File: config.mk
export PLATFORM = sky130hd
export DESIGN_NAME = cmd_cfg_unit
export DESIGN_NICKNAME = d
export VERILOG_FILES = /design/src/rtl/cmd_cfg_unit.sv
export SDC_FILE = /design/constraint.sdc
export NUM_CORES = 1
export LEC_CHECK = 0
export CORE_MARGIN = 1
export CORE_UTILIZATION = 23
export DETAILED_ROUTE_END_ITERATION = 10
export GPL_TIMING_DRIVEN = 0
export PLACE_DENSITY = 0.59
export SYNTH_ARGS = -nofsm -noshare
export SYNTH_HDL_FRONTEND = slang
export SYNTH_SLANG_ARGS = --single-unit
File: constraint.sdc
create_clock -name clk -period 2.3 [get_ports clk]
set_input_delay 0.345 -clock clk [delete_from_list [all_inputs] [get_ports clk]]
set_output_delay 0.345 -clock clk [all_outputs]
set_load 0.01 [all_outputs]
File: src/rtl/cmd_cfg_unit.sv
// Command/configuration unit: decodes host commands into flight setpoints and
// sequences the ESC spin-up and inertial calibration handshake.
module cmd_cfg_unit #(
  parameter int FAST_SIM = 1
) (
  input  logic        clk,
  input  logic        rst,
  input  logic        cmd_rdy,
  input  logic [7:0]  cmd,
  input  logic [15:0] data,
  output logic        clr_cmd_rdy,
  output logic [7:0]  resp,
  output logic        send_resp,
  input  logic        cal_done,
  output logic        strt_cal,
  output logic        inertial_cal,
  output logic        motors_off,
  output logic [15:0] d_ptch,
  output logic [15:0] d_roll,
  output logic [15:0] d_yaw,
  output logic [8:0]  thrst
);

  localparam int TW = (FAST_SIM != 0) ? 9 : 26;

  localparam logic [7:0] SET_PTCH  = 8'h02;
  localparam logic [7:0] SET_ROLL  = 8'h03;
  localparam logic [7:0] SET_YAW   = 8'h04;
  localparam logic [7:0] SET_THRST = 8'h05;
  localparam logic [7:0] CALIBRATE = 8'h06;
  localparam logic [7:0] EMER_LAND = 8'h07;
  localparam logic [7:0] MTRS_OFF  = 8'h08;
  localparam logic [7:0] ACK_BYTE  = 8'hA5;

  typedef enum logic [1:0] {
    IDLE     = 2'd0,
    MTR_WAIT = 2'd1,
    CAL_WAIT = 2'd2,
    ACK      = 2'd3
  } state_t;

  state_t        state_q, state_d;
  logic [TW-1:0] tmr_q, tmr_d;
  logic [15:0]   d_ptch_q, d_ptch_d;
  logic [15:0]   d_roll_q, d_roll_d;
  logic [15:0]   d_yaw_q, d_yaw_d;
  logic [8:0]    thrst_q, thrst_d;
  logic          motors_off_q, motors_off_d;
  logic          inertial_cal_q, inertial_cal_d;
  logic          clr_cmd_rdy_q, clr_cmd_rdy_d;
  logic          send_resp_q, send_resp_d;
  logic          strt_cal_q, strt_cal_d;
  logic          accept_s;
  logic          tmr_full_s;

  // A command still being consumed (clr pulse in flight) is not taken twice.
  assign accept_s   = (state_q == IDLE) && cmd_rdy && !clr_cmd_rdy_q;
  assign tmr_full_s = &tmr_q;

  // State and datapath registers
  always_ff @(posedge clk or posedge rst) begin
    if (rst) begin
      state_q        <= IDLE;
      tmr_q          <= '0;
      d_ptch_q       <= 16'h0000;
      d_roll_q       <= 16'h0000;
      d_yaw_q        <= 16'h0000;
      thrst_q        <= 9'h000;
      motors_off_q   <= 1'b1;
      inertial_cal_q <= 1'b0;
      clr_cmd_rdy_q  <= 1'b0;
      send_resp_q    <= 1'b0;
      strt_cal_q     <= 1'b0;
    end else begin
      state_q        <= state_d;
      tmr_q          <= tmr_d;
      d_ptch_q       <= d_ptch_d;
      d_roll_q       <= d_roll_d;
      d_yaw_q        <= d_yaw_d;
      thrst_q        <= thrst_d;
      motors_off_q   <= motors_off_d;
      inertial_cal_q <= inertial_cal_d;
      clr_cmd_rdy_q  <= clr_cmd_rdy_d;
      send_resp_q    <= send_resp_d;
      strt_cal_q     <= strt_cal_d;
    end
  end

  // Next-state logic
  always_comb begin
    state_d = state_q;
    case (state_q)
      IDLE: begin
        if (accept_s) begin
          case (cmd)
            SET_PTCH, SET_ROLL, SET_YAW, SET_THRST,
            EMER_LAND, MTRS_OFF: state_d = ACK;
            CALIBRATE:           state_d = MTR_WAIT;
            default:             state_d = IDLE;
          endcase
        end else begin
          state_d = IDLE;
        end
      end
      MTR_WAIT: begin
        if (tmr_full_s) begin
          state_d = CAL_WAIT;
        end else begin
          state_d = MTR_WAIT;
        end
      end
      CAL_WAIT: begin
        if (cal_done) begin
          state_d = IDLE;
        end else begin
          state_d = CAL_WAIT;
        end
      end
      ACK:     state_d = IDLE;
      default: state_d = IDLE;
    endcase
  end

  // Output and datapath next values
  always_comb begin
    tmr_d          = tmr_q;
    d_ptch_d       = d_ptch_q;
    d_roll_d       = d_roll_q;
    d_yaw_d        = d_yaw_q;
    thrst_d        = thrst_q;
    motors_off_d   = motors_off_q;
    inertial_cal_d = inertial_cal_q;
    clr_cmd_rdy_d  = 1'b0;
    send_resp_d    = 1'b0;
    strt_cal_d     = 1'b0;
    case (state_q)
      IDLE: begin
        if (accept_s) begin
          clr_cmd_rdy_d = 1'b1;
          case (cmd)
            SET_PTCH:  d_ptch_d = data;
            SET_ROLL:  d_roll_d = data;
            SET_YAW:   d_yaw_d  = data;
            SET_THRST: thrst_d  = data[8:0];
            EMER_LAND: begin
              d_ptch_d = 16'h0000;
              d_roll_d = 16'h0000;
              d_yaw_d  = 16'h0000;
              thrst_d  = 9'h000;
            end
            MTRS_OFF:  motors_off_d = 1'b1;
            CALIBRATE: begin
              motors_off_d = 1'b0;
              tmr_d        = '0;
            end
            default: clr_cmd_rdy_d = 1'b1;
          endcase
        end else begin
          clr_cmd_rdy_d = 1'b0;
        end
      end
      MTR_WAIT: begin
        tmr_d = tmr_q + TW'(1);
        if (tmr_full_s) begin
          strt_cal_d     = 1'b1;
          inertial_cal_d = 1'b1;
        end else begin
          strt_cal_d     = 1'b0;
        end
      end
      CAL_WAIT: begin
        // inertial_cal drops on the same edge that raises send_resp.
        if (cal_done) begin
          send_resp_d    = 1'b1;
          inertial_cal_d = 1'b0;
        end else begin
          inertial_cal_d = 1'b1;
        end
      end
      ACK:     send_resp_d = 1'b1;
      default: send_resp_d = 1'b0;
    endcase
  end

  assign clr_cmd_rdy  = clr_cmd_rdy_q;
  assign send_resp    = send_resp_q;
  assign strt_cal     = strt_cal_q;
  assign inertial_cal = inertial_cal_q;
  assign motors_off   = motors_off_q;
  assign d_ptch       = d_ptch_q;
  assign d_roll       = d_roll_q;
  assign d_yaw        = d_yaw_q;
  assign thrst        = thrst_q;
  assign resp         = ACK_BYTE;

endmodule

# --- Word-level counts from Yosys, hierarchy flattened ---
# Index checks and enable logic that the tools add are counted.
word_totals:
  register_bits: 73
  input_bits: 28
  output_inout_bits: 70
  elab_cells: 67
classes:
  addsub: 1
  eq_ne: 13
  n_mux: 22
  n_reduce_logical: 20
op_table:
  columns: ["cell", "count"]
  rows:
  - ["one-hot mux 16 bit (2 select lines)", 3]
  - ["one-hot mux 9 bit (2 select lines)", 2]
  - ["equality test 8 x 3 -> 1 bit, second input constant", 4]
  - ["two-way mux 9 bit", 2]
  - ["AND reduction 3 bit", 6]
  - ["equality test 8 x 2 -> 1 bit, second input constant", 2]
  - ["nonzero test 2 bit", 7]
  - ["adder 9 x 1 -> 9 bit, second input constant", 1]
  - ["AND reduction 9 bit", 1]
  - ["equality test 8 x 4 -> 1 bit, second input constant", 1]
  - ["one-hot mux 2 bit (4 select lines)", 1]
  - ["two-way mux 1 bit", 7]
  - ["two-way mux 2 bit", 3]
  - ["one-hot mux 1 bit (2 select lines)", 3]
  - ["OR reduction 6 bit", 1]
  - ["equality test 2 bit, second input constant", 2]
  - ["inequality test 2 bit, second input constant", 2]
  - ["one-hot mux 2 bit (2 select lines)", 1]
  - ["equality test 2 x 1 -> 1 bit, second input constant", 1]
  - ["logical AND 1 bit", 2]
  - ["logical NOT 2 bit", 1]
  - ["inequality test 2 x 1 -> 1 bit, second input constant", 1]
  - ["AND reduction 2 bit", 1]
  - ["logical NOT 1 bit", 1]

# --- Logic depth before layout (Yosys ltp) ---
# Gate-level depths: netlist of run 1.
logic_depth:
  ltp_word: 5
  ltp_mapped: 7

# --- Least setup slack after synthesis of run 1 ---
# OpenSTA, ideal clock, no wires.
synth_timing:
  path_kind: "reg-to-reg"
  start: "register state_q[1]"
  end: "register d_roll_q[0] (netlist: d_roll[0])"
  setup_time_ns: 0.127
  arrival_ns: 1.901
  t_required_ns: 2.173
  slack_ns: 0.272
  path_stages_with_launch: 8
  n_path_buf: 3
  period_less_slack_ns: 2.028
  path_cell_list: "dfrtp_1 -> or4b_1 -> buf_6 -> inv_6 -> and4_1 -> buf_6 -> buf_12 -> mux2_1"
synth_via:
  elab_chain_len: 4
synth_rtl:
  columns: ["item", "line_no", "rtl"]
  rows:
  - ["start: declaration", "42", "state_t state_q, state_d;"]
  - ["start signal: assignment", "75", "state_q <= state_d;"]
  - ["logical NOT 2 bit (*)", "57, 136", null]
  - ["logical AND 1 bit (2 in a row)", "57", "assign accept_s = (state_q == IDLE) && cmd_rdy && !clr_cmd_rdy_q;"]
  - ["AND reduction 3 bit (no source line) (*)", null, null]
  - ["end signal: assignment", "78", "d_roll_q <= d_roll_d;"]
  - ["end: declaration", "45", "logic [15:0] d_roll_q, d_roll_d;"]
# Mark *: on every way between the ends. The rest lies on a longest branch, timed or not.
# A chain may end at the register's enable or synchronous reset.

# --- Worst setup path after layout of run 1 ---
layout_timing:
  start: "register state_q[1]"
  end: "register d_roll_q[1] (netlist: d_roll[1])"
# The elaborated chain is that of the path after synthesis.

==> impl_metrics.ini, run 1 <==
[outcome]
status = completed

[power]
leakagePower_uw = 0.002103
power_density_nw_per_um2 = 726.1
ir_drop_mv = 0.2488

[setup_path]
ff2ff_setup_slack_ns = 0.13
critPathMostFrequentCell = buf_6
critPathTopFamily = simple AND/OR/NAND/NOR gates
path_max_fanout = 10
cp.required_ns = 2.52
critPathArrivalTime_ns = 2.39
cpPeakStageDelay_ns = 0.55
cp-end-kind = register
worstSetupPathType = reg2reg
cp_cell_sequence = or4b_4, buf_6, inv_6, and4_1, buf_6, buf_12, mux2_1
startpoint_type = register
cp_num_buf_inv = 4
worst_path_max_delay_cell = or4b_4

[hold_path]
hold_path_class = in2async

[synth]
synth.cell_area_um2 = 3229
synth_edf_count = 0
avgSynthCellArea_um2 = 12.57
ys_ff_latch = 73
ys_seq_area_share_pct = 56.61
synth_cell_types = 47
ys.flop_type = dfrtp_1
synth_top_area_share_pct = 55.79
yosysMostFrequentCell = dfrtp_1
yosysWarnings = 0
synth_top_cell_by_area = dfrtp_1
async_flop_share_pct = 100.0
syn_inst = 257
synth_area_leaders = dfrtp_1 (56%), a22o_1 (8.7%), mux2_2 (5.2%)
ys_top_cells_by_count = dfrtp_1 (72), a22o_1 (32), nand2_1 (16), mux2_2 (15), inv_1 (12)

[floorplan]
dieArea_um2 = 14520
initial_core_util_pct = 24.00
chipHeight_um = 120.5
dieWidth_um = 120.5
core_um2 = 13450
num_rows = 42
ioPinCount = 98

[sta]
max_freq_mhz = 460.5
fin_skew_ns = 0.004018
setup_ws_ns = 0.1286
rsz0062_at_grt = no
fin_crit_ns = 2.171
drv_slew = 0
finalCritPeriodShare_pct = 94.41
finalSetupViolCount = 0
hold_viol_final = 0
worst_slew_pin_slew_ns = 0.5511
slew_headroom_pct = 62.92
holdWs_ns = 0.3690

[layout]
drive_gt1_share_pct = 17.84
fillers = 1365
nNetsFinal = 396
syn2layout_area_growth_pct = 47.15
final_cell_area_um2 = 4752
insertedDiodeCount = 0
fin_cells = 546

[drt]
vias_per_cell = 4.394
drc = 0
vias = 2399
dr.pass1.iters = 6
wl_per_cell_um = 15.86
drtAntennaViolNets = 0
drt_wl_total_um = 8661
drtIter0Drc = 74

[clock_tree]
insertion_delay_ns = 0.34
clk_pin_slew_ns = 0.05
cts_max_path_buffers = 2
cts_htree_levels = 3
clock_sinks = 73
cts_tree = yes
cts_buffers = 9
cts-root-buf = clkbuf_16

[placed_design]
place_area_um2 = 4365
dp_hpwl_um = 6111
dp_cells = 527
numPortBuffers = 87
place_congestion = 0.7376
place_ws_ns = -0.4017

[grt]
overflow = 0
grt_pass1_vias = 2543
grt_max_degree = 43
antenna_found_initial = 0
grt_usage_pct = 12.94
grt_pass1_wl_um = 13980

[flow_run]
drv_cap = 0
-- logic make-up after synthesis --
| family | Yosys count | synth area share (%) |
|---|---|---|
| flip-flops | 73 | 56.61 |
| AND/OR/NAND/NOR | 62 | 12.63 |
| AO/OA/AOI/OAI | 53 | 13.29 |
| buffers and inverters | 36 | 6.858 |
| multiplexers | 27 | 9.066 |
| adder cells (fa/ha/maj) | 2 | 0.7748 |
| other | 2 | 0.2326 |
| XOR/XNOR | 2 | 0.5425 |
-- power breakdown --
part / switching (µW) / internal [µW]
logic: 231 / 197
clock network: 530 / 1050
registers: 75.3 / 1370
-- layer usage --
layer	track usage (%)	up-vias	share of wire (%)
met5	0	-	0
met4	6.019	0	2.0
met3	4.198	11	6.5
met2	20.08	69	47
met1	16.27	1188	45
li1	-	1131	-
-- area by class of cell --
class                      count  area (µm²)  share of cell area [%]
clock buffer                   9       225.2                   4.739
tap                          176       220.2                   4.634
multi-input combinational    154        1226                   25.80
timing repair buffer          92       920.9                   19.38
inverter                      13       56.30                   1.185
buffer                        23       167.7                   3.528
clock inverter                 6       107.6                   2.264
sequential                    73        1828                   38.47
-- worst register-to-register path: stages (launching register included) --
cell and delay [ns]:
dfrtp_1 0.41, or4b_4 0.55, buf_6 0.17, inv_6 0.08, and4_1 0.20, buf_6 0.16, buf_12 0.15, mux2_1 0.33
-- per-stage QoR --
stage          power (µW)  utilization, %  setup TNS (ns)
2_1_floorplan        1727               -               0
3_3_place_gp         1857           32.28          -99.29
3_5_place_dp         1887           32.45          -16.93
4_1_cts              3495           34.99               0
5_1_grt              3621           35.32               0
6_report             3450           35.32               0
-- state kept, by name, indices dropped and copies added (netlist names), 2 cells and up --
register	count
d_ptch	16
d_roll	16
d_yaw	16
thrst	9
tmr_q	9
state_q	2
-- placed cells by master (no fill, tap or decap), types with 4 or more instances in the layout --
cell type	instances
clkdlybuf4s50_1	87
nor2b_1	4
nand3_1	4
buf_4	12
and2_1	10
a22o_1	32
buf_6	4
o21ai_0	6
nand2_1	16
inv_1	11
conb_1	8
mux2_2	15
buf_2	4
nor2_1	4
clkbuf_1	5
dfrtp_1	72
mux2i_1	9
clkbuf_16	9
-- final timing paths --
kind                                           start                       end  depth (start not counted)
worst max-delay path            state_q[1]$_DFF_PP0_     d_roll[1]$_DFFE_PP0P_                          7
worst min-delay path                             rst  inertial_cal$_DFFE_PP0P_                          2
worst max register to register  state_q[1]$_DFF_PP0_     d_roll[1]$_DFFE_PP0P_                          7
worst min register to register  tmr_q[6]$_DFFE_PP0P_      tmr_q[6]$_DFFE_PP0P_                          1
max in group asynchronous                        rst    motors_off$_DFFE_PP1P_                          3
min in group clk                tmr_q[6]$_DFFE_PP0P_      tmr_q[6]$_DFFE_PP0P_                          1
-- timing repair --
| action | in CTS | in global routing |
|---|---|---|
| pin swaps | 0 | 2 |
| setup buffers | 0 | 4 |
| resized for setup | 1 | 2 |
| hold buffers | 0 | 0 |
| hold endpoints to repair | 0 | 0 |
| cloned | 0 | 0 |
| endpoints found under the setup margin | 11 | 23 |
(Power assumes the default switching activity.)
==> run 2, diff against run 1 <==
- PLACE_DENSITY: 0.59 -> 0.57
- clock period: 2.3 -> 2 ns (I/O delays scaled with it)
==> impl_metrics.ini, run 2 (same netlist as run 1, synthesis figures left out) <==
[layout]
fillers = 1346
multi_input_area_um2 = 1289
final_common_cell = clkdlybuf4s50_1
fin_cells = 559
insertedDiodeCount = 0
ff_latch_area_um2 = 1828
syn2layout_area_growth_pct = 51.34
final_cell_area_um2 = 4887
layout_common_cells = clkdlybuf4s50_1 (86), dfrtp_1 (72), a22o_1 (32), buf_4 (24), nand2_1 (16)
nNetsFinal = 408
drive_gt1_share_pct = 21.41

[clock_tree]
insertion_delay_ns = 0.33
cts-root-buf = clkbuf_16
cts_max_path_buffers = 2
cts_htree_levels = 3
cts_tree = yes
clock_sinks = 73
cts_buffers = 9
clk_pin_slew_ns = 0.06
cts_hold_buf = 0

[grt]
grt_pass1_vias = 2619
use_met2_pct = 20.33
met1_usage_pct = 17.37
grt_pass1_wl_um = 14430
use_met3_pct = 3.821
grt_usage_pct = 13.03
antenna_found_initial = 0
overflow = 0
busiest_layer = met2
grt_max_degree = 33

[sta]
worst_slew_pin_slew_ns = 0.6422
fin_setup_tns_ns = 0
finalCritPeriodShare_pct = 97.05
fin_crit_ns = 1.941
hold_viol_final = 0
rsz0062_at_grt = no
max_freq_mhz = 515.2
finalSetupViolCount = 0
drv_slew = 0
fin_skew_ns = 0.007289
slew_headroom_pct = 57.19

[drt]
dr.pass1.iters = 4
vias_per_cell = 4.370
drt_wl_total_um = 8927
wl_per_cell_um = 15.97
drtIter0Drc = 77
drtAntennaViolNets = 0
vias = 2443
drc = 0

[floorplan]
ioPinCount = 98
chipHeight_um = 120.5
initial_core_util_pct = 24.00
dieWidth_um = 120.5
core_um2 = 13450
dieArea_um2 = 14520
num_rows = 42

[setup_path]
worstSetupPathType = reg2reg
cp-end-kind = register
path_max_fanout = 10
startpoint_type = register
cp.required_ns = 2.22
critPathArrivalTime_ns = 2.16

[placed_design]
dp_cells = 528
place_area_um2 = 4387
dp_hpwl_um = 6011
numPortBuffers = 87
place_congestion = 0.7255

[power]
leakagePower_uw = 0.002176
power_density_nw_per_um2 = 751.7
ir_drop_mv = 0.3140

[flow_run]
drv_cap = 0

[outcome]
status = completed

[hold_path]
hold_path_class = in2async
-- run 2: cell types whose count changed in the layout (fill, tap and decap cells not counted), sizes merged --
cell and change:
clkinvlp +1, clkdlybuf4s50 -1, clkbuf +2, dlymetal6s2s +1, buf +11, bufinv -3
clkinv +2
-- run 2: path summary, 6_finish.rpt --
kind / startpoint / to / slack, ns / cells past startpoint
worst max-delay path: state_q[1]$_DFF_PP0_ / d_yaw[8]$_DFFE_PP0P_ / 0.06 / 5
worst min-delay path: rst / d_roll[11]$_DFFE_PP0P_ / 0.32 / 2
worst max register to register: state_q[1]$_DFF_PP0_ / d_yaw[8]$_DFFE_PP0P_ / 0.06 / 5
worst min register to register: tmr_q[6]$_DFFE_PP0P_ / tmr_q[6]$_DFFE_PP0P_ / 0.48 / 1
max in group asynchronous: rst / motors_off$_DFFE_PP1P_ / 0.90 / 4
min in group clk: cmd[2] / motors_off$_DFFE_PP1P_ / 0.46 / 4
-- run 2: cell type report --
class / instances / area share (%)
buffer: 21 / 3.277
inverter: 13 / 1.229
timing repair buffer: 106 / 21.63
clock buffer: 10 / 4.685
clock inverter: 6 / 0.8961
sequential: 73 / 37.40
tap: 176 / 4.506
multi-input combinational: 154 / 26.37
-- run 2: stage by stage --
stage / total power, µW / hold WS [ns] / setup slack [ns] / util (%)
finish: 3673 / 0.3212 / 0.05909 / 36.33
floorplan: 1987 / 0.4325 / -0.007875 / -
global placement: 2139 / 0.4621 / -0.5174 / 32.31
global route: 3869 / 0.3620 / 0.003940 / 36.33
detailed placement: 2174 / 0.4709 / -0.5577 / 32.61
CTS: 3717 / 0.3261 / -0.00006528 / 36.18
-- run 2: worst max-delay path, stage by stage (launching register included) --
cell and delay (ns):
dfrtp_1 0.38, or4b_4 0.60, inv_8 0.10, nand4_2 0.22, buf_4 0.29, a22o_1 0.24
-- run 2: timing repair --
action / CTS / global route
setup endpoints to repair: 63 / 63
pin swaps: 5 / 3
setup buffers: 14 / 2
resized for setup: 17 / 5
cloned: 0 / 1
-- run 2: power breakdown --
part	switching [µW]	internal, µW	total [µW]
clock network	647	844	1490
registers	85.1	1570	1660
logic	279	244	523
-- run 2: per-layer routing --
metal	wire, µm	share of wire (%)
met1	4203	47
met2	4163	47
met3	468	5.2
met4	92	1.0
met5	0	0
